## config.mk

```make
export PLATFORM = sky130hd
export DESIGN_NAME = bounce_gen_flat
export DESIGN_NICKNAME = d
export VERILOG_FILES = /design/src/rtl/bounce_gen_if.sv /design/src/rtl/bounce_gen.sv /design/src/flat_wrapper.sv
export SDC_FILE = /design/constraint.sdc
export NUM_CORES = 1
export LEC_CHECK = 0
export CAP_MARGIN = 10
export CORE_ASPECT_RATIO = 1.1
export CORE_MARGIN = 1.5
export CORE_UTILIZATION = 55
export DETAILED_ROUTE_END_ITERATION = 12
export PLACE_DENSITY = 0.83
export RECOVER_POWER = 100
export SETUP_SLACK_MARGIN = 0.1
export SKIP_LAST_GASP = 1
export SYNTH_ARGS = -nofsm -noshare
export SYNTH_HDL_FRONTEND = slang
export SYNTH_SLANG_ARGS = --single-unit
```

## constraint.sdc

```tcl
create_clock -name clk -period 11.15 [get_ports clk]
set_input_delay 1.115 -clock clk [delete_from_list [all_inputs] [get_ports clk]]
set_output_delay 1.115 -clock clk [all_outputs]
set_load 0.005 [all_outputs]
```

## src/rtl/bounce_gen_if.sv

```systemverilog
// Control/status bundle between the frame-tick side and bounce_gen.
interface bounce_gen_if #(
   parameter int W  = 11,
   parameter int SW = 4,
   parameter int CW = 16
);
   logic          tick;
   logic          serve;
   logic          pause;
   logic          stop;
   logic [SW-1:0] spd_x;
   logic [SW-1:0] spd_y;
   logic [W-1:0]  pos_x;
   logic [W-1:0]  pos_y;
   logic          dir_x;
   logic          dir_y;
   logic          hit_x;
   logic          hit_y;
   logic [CW-1:0] bounces;
   logic          running;

   modport master (
      output tick, serve, pause, stop, spd_x, spd_y,
      input  pos_x, pos_y, dir_x, dir_y, hit_x, hit_y, bounces, running
   );

   modport slave (
      input  tick, serve, pause, stop, spd_x, spd_y,
      output pos_x, pos_y, dir_x, dir_y, hit_x, hit_y, bounces, running
   );
endinterface

```

## src/rtl/bounce_gen.sv

```systemverilog
// 2-D bouncing position generator: per-axis programmable speed, clamped
// reflection at the margins, serve/pause/stop control, hit pulses and a
// saturating bounce counter.
module bounce_gen #(
   parameter int W      = 11,
   parameter int XMAX   = 1024,
   parameter int YMAX   = 768,
   parameter int MARGIN = 32,
   parameter int SW     = 4,
   parameter int CW     = 16
) (
   input  logic         clk,
   input  logic         rst,
   bounce_gen_if.slave  bus
);

   typedef enum logic [1:0] {IDLE, RUN, PAUSED} state_t;

   localparam logic [W-1:0]  LOX  = W'(MARGIN);
   localparam logic [W-1:0]  HIX  = W'(XMAX - MARGIN);
   localparam logic [W-1:0]  LOY  = W'(MARGIN);
   localparam logic [W-1:0]  HIY  = W'(YMAX - MARGIN);
   localparam logic [W-1:0]  CX   = W'(XMAX / 2);
   localparam logic [W-1:0]  CY   = W'(YMAX / 2);
   localparam logic [CW-1:0] BMAX = '1;
   localparam bit CFG_OK = (2 * MARGIN < YMAX) && (YMAX <= XMAX) &&
                           (XMAX < 2 ** W) && ((2 ** SW) - 1 < YMAX - 2 * MARGIN);

   state_t        state_q, state_d;
   logic [W-1:0]  pos_x_q, pos_x_d, pos_y_q, pos_y_d;
   logic          dir_x_q, dir_x_d, dir_y_q, dir_y_d;
   logic          hit_x_q, hit_x_d, hit_y_q, hit_y_d;
   logic [CW-1:0] bounces_q, bounces_d;
   logic          running_q, running_d;
   logic [SW-1:0] spd_x_q, spd_x_d, spd_y_q, spd_y_d;
   logic [W+1:0]  nx, ny;
   logic [CW:0]   bsum;

   // One axis step in W+1 bits; returns {hit, new_dir, new_pos}.
   // Reflection clamps to the limit so speeds >1 never overshoot.
   function automatic logic [W+1:0] axis_next(input logic [W-1:0]  pos,
                                              input logic          dir,
                                              input logic [SW-1:0] spd,
                                              input logic [W-1:0]  lo,
                                              input logic [W-1:0]  hi);
      logic [W:0] up, dn, dn_lim;
      up     = {1'b0, pos} + (W+1)'(spd);
      dn     = {1'b0, pos} - (W+1)'(spd);
      dn_lim = {1'b0, lo} + (W+1)'(spd);
      if (dir)
         return (up >= {1'b0, hi}) ? {1'b1, 1'b0, hi} : {1'b0, 1'b1, W'(up)};
      else
         return ({1'b0, pos} <= dn_lim) ? {1'b1, 1'b1, lo} : {1'b0, 1'b0, W'(dn)};
   endfunction

   assign nx = axis_next(pos_x_q, dir_x_q, spd_x_q, LOX, HIX);
   assign ny = axis_next(pos_y_q, dir_y_q, spd_y_q, LOY, HIY);

   // Next-state: stop overrides everything, then per-state serve/pause/step.
   always_comb begin
      state_d = state_q;
      pos_x_d = pos_x_q;
      pos_y_d = pos_y_q;
      dir_x_d = dir_x_q;
      dir_y_d = dir_y_q;
      spd_x_d = spd_x_q;
      spd_y_d = spd_y_q;
      hit_x_d = 1'b0;
      hit_y_d = 1'b0;
      if (bus.stop) begin
         state_d = IDLE;
         pos_x_d = CX;
         pos_y_d = CY;
         dir_x_d = 1'b0;
         dir_y_d = 1'b0;
      end else begin
         case (state_q)
            IDLE: if (bus.serve) begin
               state_d = RUN;
               spd_x_d = (bus.spd_x == '0) ? SW'(1) : bus.spd_x;
               spd_y_d = (bus.spd_y == '0) ? SW'(1) : bus.spd_y;
            end
            RUN: if (bus.pause) begin
               state_d = PAUSED;
            end else if (bus.tick) begin
               {hit_x_d, dir_x_d, pos_x_d} = nx;
               {hit_y_d, dir_y_d, pos_y_d} = ny;
            end
            PAUSED: if (!bus.pause) state_d = RUN;
            default: state_d = IDLE;
         endcase
      end
      // Saturating add of 0..2 reflections; the carry bit flags overflow.
      bsum      = {1'b0, bounces_q} + (CW+1)'(hit_x_d) + (CW+1)'(hit_y_d);
      bounces_d = bsum[CW] ? BMAX : bsum[CW-1:0];
      running_d = (state_d == RUN);
   end

   // State and registered outputs with synchronous reset.
   always_ff @(posedge clk) begin
      if (rst) begin
         state_q   <= IDLE;
         pos_x_q   <= CX;
         pos_y_q   <= CY;
         dir_x_q   <= 1'b0;
         dir_y_q   <= 1'b0;
         hit_x_q   <= 1'b0;
         hit_y_q   <= 1'b0;
         bounces_q <= '0;
         running_q <= 1'b0;
         spd_x_q   <= SW'(1);
         spd_y_q   <= SW'(1);
      end else begin
         state_q   <= state_d;
         pos_x_q   <= pos_x_d;
         pos_y_q   <= pos_y_d;
         dir_x_q   <= dir_x_d;
         dir_y_q   <= dir_y_d;
         hit_x_q   <= hit_x_d;
         hit_y_q   <= hit_y_d;
         bounces_q <= bounces_d;
         running_q <= running_d;
         spd_x_q   <= spd_x_d;
         spd_y_q   <= spd_y_d;
      end
   end

   // Flag an illegal geometry/speed parameter set in simulation.
   always_ff @(posedge clk) begin
      assert (CFG_OK) else $error("bounce_gen: illegal parameter combination");
   end

   assign bus.pos_x   = pos_x_q;
   assign bus.pos_y   = pos_y_q;
   assign bus.dir_x   = dir_x_q;
   assign bus.dir_y   = dir_y_q;
   assign bus.hit_x   = hit_x_q;
   assign bus.hit_y   = hit_y_q;
   assign bus.bounces = bounces_q;
   assign bus.running = running_q;

endmodule
```

## src/flat_wrapper.sv

```systemverilog
// flat-port wrapper written by rule: the top's interface ports become plain ports
module bounce_gen_flat 
#(
   parameter int W      = 11,
   parameter int XMAX   = 1024,
   parameter int YMAX   = 768,
   parameter int MARGIN = 32,
   parameter int SW     = 4,
   parameter int CW     = 16
)
  (clk, rst, bus_tick, bus_serve, bus_pause, bus_stop, bus_spd_x, bus_spd_y, bus_pos_x, bus_pos_y, bus_dir_x, bus_dir_y, bus_hit_x, bus_hit_y, bus_bounces, bus_running);
  bounce_gen_if #(.W(W), .SW(SW), .CW(CW)) bus_i ();
  input  logic clk;
  input  logic rst;
  input wire logic [$bits(bus_i.tick)-1:0] bus_tick;
  input wire logic [$bits(bus_i.serve)-1:0] bus_serve;
  input wire logic [$bits(bus_i.pause)-1:0] bus_pause;
  input wire logic [$bits(bus_i.stop)-1:0] bus_stop;
  input wire logic [$bits(bus_i.spd_x)-1:0] bus_spd_x;
  input wire logic [$bits(bus_i.spd_y)-1:0] bus_spd_y;
  output wire logic [$bits(bus_i.pos_x)-1:0] bus_pos_x;
  output wire logic [$bits(bus_i.pos_y)-1:0] bus_pos_y;
  output wire logic [$bits(bus_i.dir_x)-1:0] bus_dir_x;
  output wire logic [$bits(bus_i.dir_y)-1:0] bus_dir_y;
  output wire logic [$bits(bus_i.hit_x)-1:0] bus_hit_x;
  output wire logic [$bits(bus_i.hit_y)-1:0] bus_hit_y;
  output wire logic [$bits(bus_i.bounces)-1:0] bus_bounces;
  output wire logic [$bits(bus_i.running)-1:0] bus_running;
  assign bus_i.tick = bus_tick;
  assign bus_i.serve = bus_serve;
  assign bus_i.pause = bus_pause;
  assign bus_i.stop = bus_stop;
  assign bus_i.spd_x = bus_spd_x;
  assign bus_i.spd_y = bus_spd_y;
  assign bus_pos_x = bus_i.pos_x;
  assign bus_pos_y = bus_i.pos_y;
  assign bus_dir_x = bus_i.dir_x;
  assign bus_dir_y = bus_i.dir_y;
  assign bus_hit_x = bus_i.hit_x;
  assign bus_hit_y = bus_i.hit_y;
  assign bus_bounces = bus_i.bounces;
  assign bus_running = bus_i.running;
  bounce_gen #(.W(W), .XMAX(XMAX), .YMAX(YMAX), .MARGIN(MARGIN), .SW(SW), .CW(CW)) u_core (.clk(clk), .rst(rst), .bus(bus_i));
endmodule
```

==> parameters.txt, run 1 <==
Parameter                              Value

STA
  Slew Viols, Final ... 0
  Final setup viols ... 0
  Post-route fraction of the period consumed by the critical path ... 0.458
  Unrepaired setup endpoints after global routing ... false
  Hold Fails Final Rpt ... 0
  Setup TNS after final layout ... 0 ns
  Least-Margin Pin Slew ... 1.32 ns
  Worst slew margin relative to its limit ... 0.118
  Highest achievable clock rate ... 196 MHz
  Post-Route Hold Slack ... 0.485 ns
  Final critical delay including setup and external delays ... 5.11 ns
  Final setup skew ... 0.0114 ns

Yosys
  Most frequent cells after synthesis ... sky130_fd_sc_hd__dfxtp_1, sky130_fd_sc_hd__a21oi_1, sky130_fd_sc_hd__nand2_1
  Fraction of the yosys area taken by sequential cells ... 0.292
  Yosys top cell by area ... sky130_fd_sc_hd__dfxtp_1
  Most frequently used cell type in the post-synthesis netlist ... sky130_fd_sc_hd__dfxtp_1
  Mean cell area of the mapped netlist ... 7.88 µm²
  Prevailing post-synth register cell ... sky130_fd_sc_hd__dfxtp_1
  Top post-synthesis cells by area ... sky130_fd_sc_hd__dfxtp_1, sky130_fd_sc_hd__a21oi_1, sky130_fd_sc_hd__ha_1
  Net count after synthesis ... 498
  Number of standard cells after synthesis ... 462
  Post-synthesis cell area ... 3640 µm²
  Flops & latches, synth ... 53
  Number of synthesized flops with an enable pin ... 0
  Share of Yosys cell area claimed by the top area cell type ... 0.292
  Number of warnings printed during yosys synthesis ... 0
  Post-synth cell types ... 63
  Share of synthesized registers carrying an async set or reset ... 0

Pwr
  NetSw ... 0.0901 mW
  Sequential share of power ... 0.532
  Share of total power consumed by net switching ... 0.247
  Largest voltage drop on the vdd net ... 0.0000576 V
  Static leakage power ... 1.65 nW
  Pwr per Cell Area ... 85.4 nW/µm²
  Internal portion of total power ... 0.275 mW
  Total power after layout ... 0.365 mW
  Combinational fraction of design power ... 0.103
  Clock network fraction of total power ... 0.365

Placement
  Placed cell count ... 571
  Last weighted congestion value of the routability-driven placer ... 0.926
  HPWL after detailed placement ... 7.01 mm
  Port Buffers ... 56

Route
  Post-DR vias/cell ... 6.14
  Drt wl/cell ... 16.5 µm
  Routed vias ... 3,557
  Final routed wirelength across all metal layers ... 9.58 mm
  Iter 0 DRT Violations ... 385
  DR pass1 iterations ... 5
  Number of antenna-violating nets in the routed design ... 0
  DRC violations left ... 0

Clock tree
  CTS H-tree lvls ... 2
  TritonCTS buffer count ... 5
  Clock latency of the later-clocked register in the worst-skew pair ... 0.31 ns
  TritonCTS Sinks ... 53
  Clock-pin transition on the worst setup and hold timing paths ... 0.11 ns
  CTS resizes ... 0
  Clk Tree Root Cell ... sky130_fd_sc_hd__clkbuf_8
  Post-CTS Setup Inserts ... 0
  TritonCTS clock tree ... built
  CTS max path bufs ... 2
  Hold buffer count at cts ... 0

Global routing
  Total global-route track usage ... 0.270
  Congestion Overflow GR ... 0
  Global-route wire length before repair ... 15.3 mm
  Pin count of the biggest net entering global routing ... 27
  Antenna violations before repair ... 0
  Via count of the first global-routing pass ... 3,279

Floorplan
  FP Rows ... 30
  Ports placed on the boundary ... 57
  Chip height ... 88.3 µm
  Overall die width ... 80.6 µm
  Initial cell density of the core ... 0.581
  Core Area ... 6270 µm²
  Die footprint ... 7120 µm²

Worst setup path
  Largest fanout on the critical path ... 13
  Crit end category ... flop
  Classification of the worst setup path ... flop to flop
  Crit path DAT ... 5.33 ns
  Data required time of the critical path ... 11.37 ns
  CP Launch Type ... flop
  R2R Path Start ... u_core.bus.pos_y[0]
  CP Launch Point ... u_core.bus.pos_y[0]

Layout
  Area growth from synthesis to layout ... 17.5%
  Nets ... 534
  Filler instances ... 517
  Fraction of layout cells with a size suffix above 1 ... 0.0381
  Cell Count, Final, Fillers Out ... 579
  Antenna diode instance count ... 0
  Util after Layout ... 0.682

Worst hold path
  Origin of the worst min-delay path ... u_core.spd_y_q[1]
  Hold Crit Class ... flop to flop

Job
  Number of max-cap violations ... 0

Outcome
  Status ... complete, no violations
[worst max-delay path, cell delays in order (launching register included)]
cell,delay [ns]
sky130_fd_sc_hd__dfxtp_1,0.39
sky130_fd_sc_hd__ha_1,0.20
sky130_fd_sc_hd__inv_1,0.06
sky130_fd_sc_hd__fa_1,0.41
sky130_fd_sc_hd__or2_0,0.32
sky130_fd_sc_hd__a21o_2,0.24
sky130_fd_sc_hd__or3b_2,0.48
sky130_fd_sc_hd__mux2i_1,0.14
sky130_fd_sc_hd__a32o_1,0.36
sky130_fd_sc_hd__and2_0,0.27
sky130_fd_sc_hd__nand3b_1,0.22
sky130_fd_sc_hd__fa_1,0.46
sky130_fd_sc_hd__inv_1,0.08
sky130_fd_sc_hd__ha_1,0.24
sky130_fd_sc_hd__nand2_1,0.14
sky130_fd_sc_hd__nor2_1,0.25
sky130_fd_sc_hd__nand3_1,0.45
sky130_fd_sc_hd__a21oi_1,0.30
[placed cells by master, fill, tap and decap left out, types with 13 or more instances in the layout]
master,synthesis,layout
sky130_fd_sc_hd__a21oi_1,51,51
sky130_fd_sc_hd__dlygate4sd3_1,0,46
sky130_fd_sc_hd__xnor2_1,13,13
sky130_fd_sc_hd__xor2_1,15,15
sky130_fd_sc_hd__inv_1,29,29
sky130_fd_sc_hd__dfxtp_1,53,53
sky130_fd_sc_hd__nor2_1,37,37
sky130_fd_sc_hd__nand2_1,42,42
sky130_fd_sc_hd__ha_1,17,17
sky130_fd_sc_hd__nor3_1,22,22
sky130_fd_sc_hd__o21ai_0,19,19
[metal layers]
| layer | share of wire | wire (µm) | GRT usage | vias to the layer above |
|---|---|---|---|---|
| met5 | 0 | 0 | 0 | - |
| met4 | 0.014 | 131 | 0.0784 | 0 |
| met3 | 0.067 | 645 | 0.0309 | 19 |
| met2 | 0.50 | 4740 | 0.473 | 161 |
| met1 | 0.42 | 4060 | 0.351 | 1657 |
| li1 | - | - | - | 1720 |
[worst paths after layout]
| kind | to | slack, ns | cells after the start |
|---|---|---|---|
| min reg2reg | u_core.spd_y_q[1] | 0.48 | 2 |
| max reg2reg | u_core.bus.bounces[1] | 6.04 | 17 |
| min | u_core.spd_y_q[1] | 0.48 | 2 |
| max | u_core.bus.bounces[1] | 6.04 | 17 |
[power groups by stage]
stage	Combinational [mW]	Sequential, mW	Clock, mW
final	0.0375	0.194	0.133
after global routing	0.0410	0.195	0.141
after CTS	0.0376	0.194	0.135
after detailed placement	0.0375	0.199	0
after global placement	0.0363	0.198	0
after floorplan	0.0258	0.197	0
[kinds of logic (layout without fill, tap and decap cells)]
logic type      Yosys count  count (layout)  share of synthesized area
mux                       6               6                     0.0172
compound gates          132             132                      0.251
xor+xnor                 28              28                     0.0674
simple gates            164             164                      0.222
fa+ha+maj                22              22                     0.0859
flops                    53              53                      0.292
buf+inv                  57              94                     0.0653
[metrics by stage]
| stage | instance area, µm² | worst slack (ns) |
|---|---|---|
| 2_1_floorplan | 3640 | 6.96 |
| 3_3_place_gp | 4180 | 6.50 |
| 6_report | 4280 | 6.04 |
| 4_1_cts | 4290 | 6.28 |
| 3_5_place_dp | 4180 | 6.30 |
| 5_1_grt | 4280 | 5.76 |
[final cells by class]
cell class / instances / area, µm² / share of cell area
Inverter: 30 / 113 / 0.0263
Timing Repair Buffer: 56 / 561 / 0.131
Clock inverter: 2 / 38.8 / 0.00907
Sequential cell: 53 / 1060 / 0.248
Tap cell: 80 / 100 / 0.0234
Clock buffer: 6 / 72.6 / 0.0170
Multi-Input combinational cell: 352 / 2330 / 0.545
[flip-flops by register name, indices dropped and copies added (netlist names)]
register            cells
u_core.bus.bounces     16
u_core.bus.dir_x        1
u_core.bus.dir_y        1
u_core.bus.hit_x        1
u_core.bus.hit_y        1
u_core.bus.pos_x       11
u_core.bus.pos_y       11
u_core.bus.running      1
u_core.spd_x_q          4
u_core.spd_y_q          4
u_core.state_q          2
Note: power is estimated with default switching activity, not from simulation.
==> run 2: changes to the inputs <==
==> constraint.sdc (replaced) <==
create_clock -name clk -period 5.1 [get_ports clk]
set_input_delay 0.51 -clock clk [delete_from_list [all_inputs] [get_ports clk]]
set_output_delay 0.51 -clock clk [all_outputs]
set_load 0.005 [all_outputs]
==> run 2 against run 1 <==
Net effect:
- clock power grew 100%
- clock skew down 0.00051 ns
- combinational power grew 120%
- power up 110%
- critical path type unchanged
- maximum frequency rose by 7.6%
- design area unchanged
- die area unchanged
==> parameters.txt, run 2 (synthesis results as in run 1) <==
Parameter                              Value

Worst setup path
  Crit end category ... flop
  Classification of the worst setup path ... flop to flop
  R2R Path Start ... u_core.bus.pos_y[0]
  CP Launch Point ... u_core.bus.pos_y[0]
  Critical-path cell with the highest stage delay ... sky130_fd_sc_hd__or3b_2
  Ordered list of cells on the worst path ... ha_1 -> inv_1 -> fa_1 -> or2_4 -> a21o_2 -> or3b_2 -> mux2i_1 -> a32o_1 -> and2_4 -> nand3b_1 -> fa_1 -> inv_1 -> ha_1 -> nand2_1 -> nor2_1 -> nand3_1 -> a21oi_1
  Largest fanout on the critical path ... 13
  Data required time of the critical path ... 5.33 ns
  Crit path DAT ... 4.98 ns
  Largest incremental delay on the critical path ... 0.47 ns
  CP Launch Type ... flop

Floorplan
  Initial cell density of the core ... 0.581
  Overall die width ... 80.6 µm
  Core Area ... 6270 µm²
  FP Rows ... 30
  Chip height ... 88.3 µm
  Die footprint ... 7120 µm²
  Ports placed on the boundary ... 57

Route
  Length of routed met2 wiring ... 4.42 mm
  Final routed wirelength across all metal layers ... 9.27 mm
  Number of antenna-violating nets in the routed design ... 0
  Met3 wire len ... 575 µm
  Iter 0 DRT Violations ... 241
  Routed vias ... 3,548
  DRC violations left ... 0
  DR pass1 iterations ... 5
  Drt wl/cell ... 16.0 µm
  Post-DR vias/cell ... 6.11
  Length of routed wiring on met1 ... 4.15 mm
  Uppermost layer routed ... met4

Worst hold path
  Origin of the worst min-delay path ... u_core.spd_y_q[1]
  Hold Crit Class ... flop to flop

Placement
  HPWL after detailed placement ... 6.80 mm
  Setup WS pre-CTS ... 0.395 ns
  Last weighted congestion value of the routability-driven placer ... 0.902
  Placed cell count ... 573
  Port Buffers ... 56

Global routing
  Congestion Overflow GR ... 0
  Global-route wire length before repair ... 15.3 mm
  Via count of the first global-routing pass ... 3,303
  Pin count of the biggest net entering global routing ... 27
  Antenna violations before repair ... 0
  Total global-route track usage ... 0.269

Layout
  Leading cell types in the layout, fill and taps excluded ... sky130_fd_sc_hd__dfxtp_1, sky130_fd_sc_hd__a21oi_1, sky130_fd_sc_hd__dlygate4sd3_1
  Max reg flops ... 16
  Antenna diode instance count ... 0
  Cell Count, Final, Fillers Out ... 581
  Most common library cell in the layout ignoring fill and taps ... sky130_fd_sc_hd__dfxtp_1
  Nets ... 536
  Area growth from synthesis to layout ... 17.5%
  Fraction of layout cells with a size suffix above 1 ... 0.0439

Outcome
  Status ... complete, no violations

STA
  Final critical delay including setup and external delays ... 4.75 ns
  Worst slew margin relative to its limit ... 0.0971
  Final setup skew ... 0.0109 ns
  Crit path setup slack, layout ... 0.349 ns
  Hold Fails Final Rpt ... 0
  Setup TNS after final layout ... 0 ns
  Highest achievable clock rate ... 210 MHz
  Final setup viols ... 0
  Least-Margin Pin Slew ... 1.35 ns
  Post-Route Hold Slack ... 0.477 ns
  Unrepaired setup endpoints after global routing ... false
  Post-route fraction of the period consumed by the critical path ... 0.932
  Slew Viols, Final ... 0

Clock tree
  CTS resizes ... 0
  TritonCTS buffer count ... 5
  TritonCTS clock tree ... built
  Clock-pin transition on the worst setup and hold timing paths ... 0.11 ns
  Hold buffer count at cts ... 0
  CTS max path bufs ... 2
  Post-CTS Setup Inserts ... 0
  Clk Tree Root Cell ... sky130_fd_sc_hd__clkbuf_8
  CTS H-tree lvls ... 2
  Clock latency of the later-clocked register in the worst-skew pair ... 0.32 ns
  TritonCTS Sinks ... 53

Pwr
  Largest voltage drop on the vdd net ... 0.000131 V
  Total power after layout ... 0.775 mW
  Pwr per Cell Area ... 181 nW/µm²
  Static leakage power ... 1.65 nW

Job
  Number of max-cap violations ... 0
==> run 2: cell types whose count changed in the layout (fill, tap and decap cells not counted), sizes merged <==
| cell | delta |
|---|---|
| buf | +1 |
| bufinv | -1 |
| dlygate4sd3 | -1 |
| inv | +1 |
| clkbuf | +1 |
| clkdlybuf4s50 | +1 |
==> run 2: report_power, final <==
part	internal [mW]	switching [mW]
sequential	0.419	0.00570
clock	0.113	0.156
combinational	0.0345	0.0464
==> run 2: per-stage QoR <==
stage	util	cell area [µm²]
after floorplan	-	3640
after global routing	0.682	4280
after global placement	0.668	4190
after CTS	0.684	4290
after detailed placement	0.668	4190
final	0.682	4280
==> run 2: area by class of cell <==
type / instances / area, µm²
multi-input cells: 352 / 2330
fillers: 530 / 1990
flip-flops and latches: 53 / 1060
repair buffers: 58 / 572
inverters: 30 / 113
well taps: 80 / 100
clock buffers: 6 / 82.6
clock inverters: 2 / 17.5
==> run 2: routing by layer <==
metal,global-route usage,up-vias
li1,-,1727
met3,0.0464,13
met1,0.340,1665
met2,0.478,143
met4,0.0580,0
met5,0,-
==> run 2: final timing paths <==
path | endpoint | slack (ns) | cells after the start
worst max-delay path | u_core.bus.bounces[6] | 0.35 | 17
worst min-delay path | u_core.spd_y_q[1] | 0.48 | 2
worst max register to register | u_core.bus.bounces[6] | 0.35 | 17
worst min register to register | u_core.spd_y_q[1] | 0.48 | 2
==> run 2: critical path, delay by kind of cell (launching register included) <==
kind / cells / cell delay, ns
muxes: 1 / 0.13
buffers and inverters: 2 / 0.12
and+or+nand+nor: 7 / 1.94
adders and majority gates: 4 / 1.26
DFF: 1 / 0.38
AOI/OAI and AO/OA: 3 / 0.82
==> run 3: changes to the inputs <==
--- a/config.mk
+++ b/config.mk
@@ -8,9 +8,9 @@
 export CAP_MARGIN = 10
 export CORE_ASPECT_RATIO = 1.1
 export CORE_MARGIN = 1.5
-export CORE_UTILIZATION = 55
+export CORE_UTILIZATION = 45
 export DETAILED_ROUTE_END_ITERATION = 12
-export PLACE_DENSITY = 0.83
+export PLACE_DENSITY = 0.71
 export RECOVER_POWER = 100
 export SETUP_SLACK_MARGIN = 0.1
 export SKIP_LAST_GASP = 1
==> run 3 against run 2 <==
Net effect:
- combinational power grew 2%
- sequential power is essentially flat
- clock power is essentially flat
- worst hold slack gained 0.0065 ns
==> parameters.txt, run 3 (synthesis results as in run 1) <==
Parameter                              Value

Layout
  Nets ... 536
  Max reg flops ... 16
  Area growth from synthesis to layout ... 18.7%
  Most common library cell in the layout ignoring fill and taps ... sky130_fd_sc_hd__dfxtp_1
  Fraction of layout cells with a size suffix above 1 ... 0.0479
  Leading cell types in the layout, fill and taps excluded ... sky130_fd_sc_hd__dfxtp_1, sky130_fd_sc_hd__a21oi_1, sky130_fd_sc_hd__dlygate4sd3_1
  Antenna diode instance count ... 0

Route
  Post-DR vias/cell ... 5.86
  Drt wl/cell ... 16.0 µm
  Final routed wirelength across all metal layers ... 9.73 mm
  Routed vias ... 3,569
  Number of antenna-violating nets in the routed design ... 0
  Iter 0 DRT Violations ... 265
  DRC violations left ... 0
  DR pass1 iterations ... 5

Worst setup path
  Critical path buffers and inverters ... 2
  Largest incremental delay on the critical path ... 0.48 ns
  Ordered list of cells on the worst path ... inv_1 -> fa_1 -> or2_4 -> a21o_2 -> or3b_2 -> mux2i_1 -> a32o_1 -> and2_4 -> nand3b_1 -> fa_1 -> inv_1 -> ha_1 -> nand2_1 -> nor2_1 -> nand3_2 -> a21oi_1
  Largest fanout on the critical path ... 13
  Classification of the worst setup path ... flop to flop
  Crit end category ... flop
  CP Launch Type ... flop
  Critical-path cell with the highest stage delay ... sky130_fd_sc_hd__or3b_2
  Family of cells with the greatest summed delay on the critical path ... simple AND/OR/NAND/NOR gates
  Data required time of the critical path ... 5.34 ns
  Crit path DAT ... 4.88 ns

Floorplan
  Chip height ... 97.3 µm
  FP Rows ... 34
  Die footprint ... 8640 µm²
  Core Area ... 7870 µm²
  Ports placed on the boundary ... 57
  Overall die width ... 88.8 µm
  Initial cell density of the core ... 0.462

Pwr
  Combinational fraction of design power ... 0.106
  Pwr per Cell Area ... 179 nW/µm²
  Clock network fraction of total power ... 0.347
  Largest voltage drop on the vdd net ... 0.0000967 V
  Share of total power consumed by net switching ... 0.269
  Internal portion of total power ... 0.567 mW
  Total power after layout ... 0.775 mW
  Sequential share of power ... 0.547
  Static leakage power ... 1.66 nW
  NetSw ... 0.209 mW

STA
  Post-route fraction of the period consumed by the critical path ... 0.910
  Least-Margin Pin Slew ... 1.35 ns
  Final setup viols ... 0
  Slew Viols, Final ... 0
  Unrepaired setup endpoints after global routing ... false
  Setup TNS after final layout ... 0 ns
  Final critical delay including setup and external delays ... 4.64 ns
  Final setup skew ... 0.00628 ns
  Hold Fails Final Rpt ... 0
  Highest achievable clock rate ... 215 MHz
  Worst slew margin relative to its limit ... 0.0976

Clock tree
  CTS max path bufs ... 2
  CTS resizes ... 0
  Clk Tree Root Cell ... sky130_fd_sc_hd__clkbuf_8
  TritonCTS clock tree ... built
  TritonCTS Sinks ... 53
  Hold buffer count at cts ... 0
  Post-CTS Setup Inserts ... 0
  Clock latency of the later-clocked register in the worst-skew pair ... 0.32 ns
  TritonCTS buffer count ... 5
  Clock-pin transition on the worst setup and hold timing paths ... 0.11 ns
  CTS H-tree lvls ... 2

Global routing
  Total global-route track usage ... 0.227
  Via count of the first global-routing pass ... 3,292
  Pin count of the biggest net entering global routing ... 27
  Antenna violations before repair ... 0
  Congestion Overflow GR ... 0
  Global-route wire length before repair ... 15.7 mm

Placement
  HPWL after detailed placement ... 6.92 mm
  Port Buffers ... 56
  Last weighted congestion value of the routability-driven placer ... 0.897

Outcome
  Status ... complete, no violations

Worst hold path
  Hold Crit Class ... flop to flop

Job
  Number of max-cap violations ... 0
==> run 3: worst reg2reg max path, stage by stage, from the launching register on <==
cell	delay, ns
sky130_fd_sc_hd__dfxtp_1	0.45
sky130_fd_sc_hd__inv_1	0.11
sky130_fd_sc_hd__fa_1	0.47
sky130_fd_sc_hd__or2_4	0.27
sky130_fd_sc_hd__a21o_2	0.20
sky130_fd_sc_hd__or3b_2	0.48
sky130_fd_sc_hd__mux2i_1	0.13
sky130_fd_sc_hd__a32o_1	0.35
sky130_fd_sc_hd__and2_4	0.22
sky130_fd_sc_hd__nand3b_1	0.18
sky130_fd_sc_hd__fa_1	0.44
sky130_fd_sc_hd__inv_1	0.07
sky130_fd_sc_hd__ha_1	0.25
sky130_fd_sc_hd__nand2_1	0.13
sky130_fd_sc_hd__nor2_1	0.28
sky130_fd_sc_hd__nand3_2	0.31
sky130_fd_sc_hd__a21oi_1	0.22
==> run 3: final cells by class <==
type / count / area (µm²)
Clock buffer: 6 / 82.6
Clock inverter: 2 / 17.5
Fill cell: 748 / 3550
Inverter: 30 / 113
Multi-Input combinational cell: 352 / 2340
Sequential cell: 53 / 1060
Tap cell: 108 / 135
Timing Repair Buffer: 58 / 572
==> run 3: worst paths after layout <==
path                                          start                endpoint  slack (ns)  cells after the start
worst max-delay path            u_core.bus.pos_y[1]  u_core.bus.bounces[13]        0.46                     16
worst max register to register  u_core.bus.pos_y[1]  u_core.bus.bounces[13]        0.46                     16
worst min-delay path              u_core.spd_x_q[2]       u_core.spd_x_q[2]        0.48                      2
worst min register to register    u_core.spd_x_q[2]       u_core.spd_x_q[2]        0.48                      2
==> run 3: power by group through the flow <==
stage / Clock, mW / Combinational (mW) / Sequential (mW)
floorplan: 0 / 0.0563 / 0.432
global placement: 0 / 0.0807 / 0.434
finish: 0.269 / 0.0822 / 0.424
CTS: 0.273 / 0.0822 / 0.425
global route: 0.292 / 0.0906 / 0.426
detailed placement: 0 / 0.0820 / 0.434
==> run 3: stage by stage <==
stage               instances   util  hold slack [ns]  setup slack (ns)  instance area [µm²]
global route              609  0.549            0.519             0.117                 4320
global placement          601  0.537            0.463             0.522                 4230
detailed placement        601  0.537            0.471             0.415                 4230
floorplan                 462      -            0.453             0.911                 3640
CTS                       609  0.550            0.486             0.383                 4330
finish                    609  0.549            0.484             0.457                 4320
==> run 3: routing by layer <==
layer | up-vias | track usage | wire, µm
met2 | 146 | 0.378 | 4660
met1 | 1685 | 0.303 | 4370
li1 | 1720 | - | -
met5 | - | 0 | 0
met4 | 0 | 0.0481 | 133
met3 | 18 | 0.0425 | 565
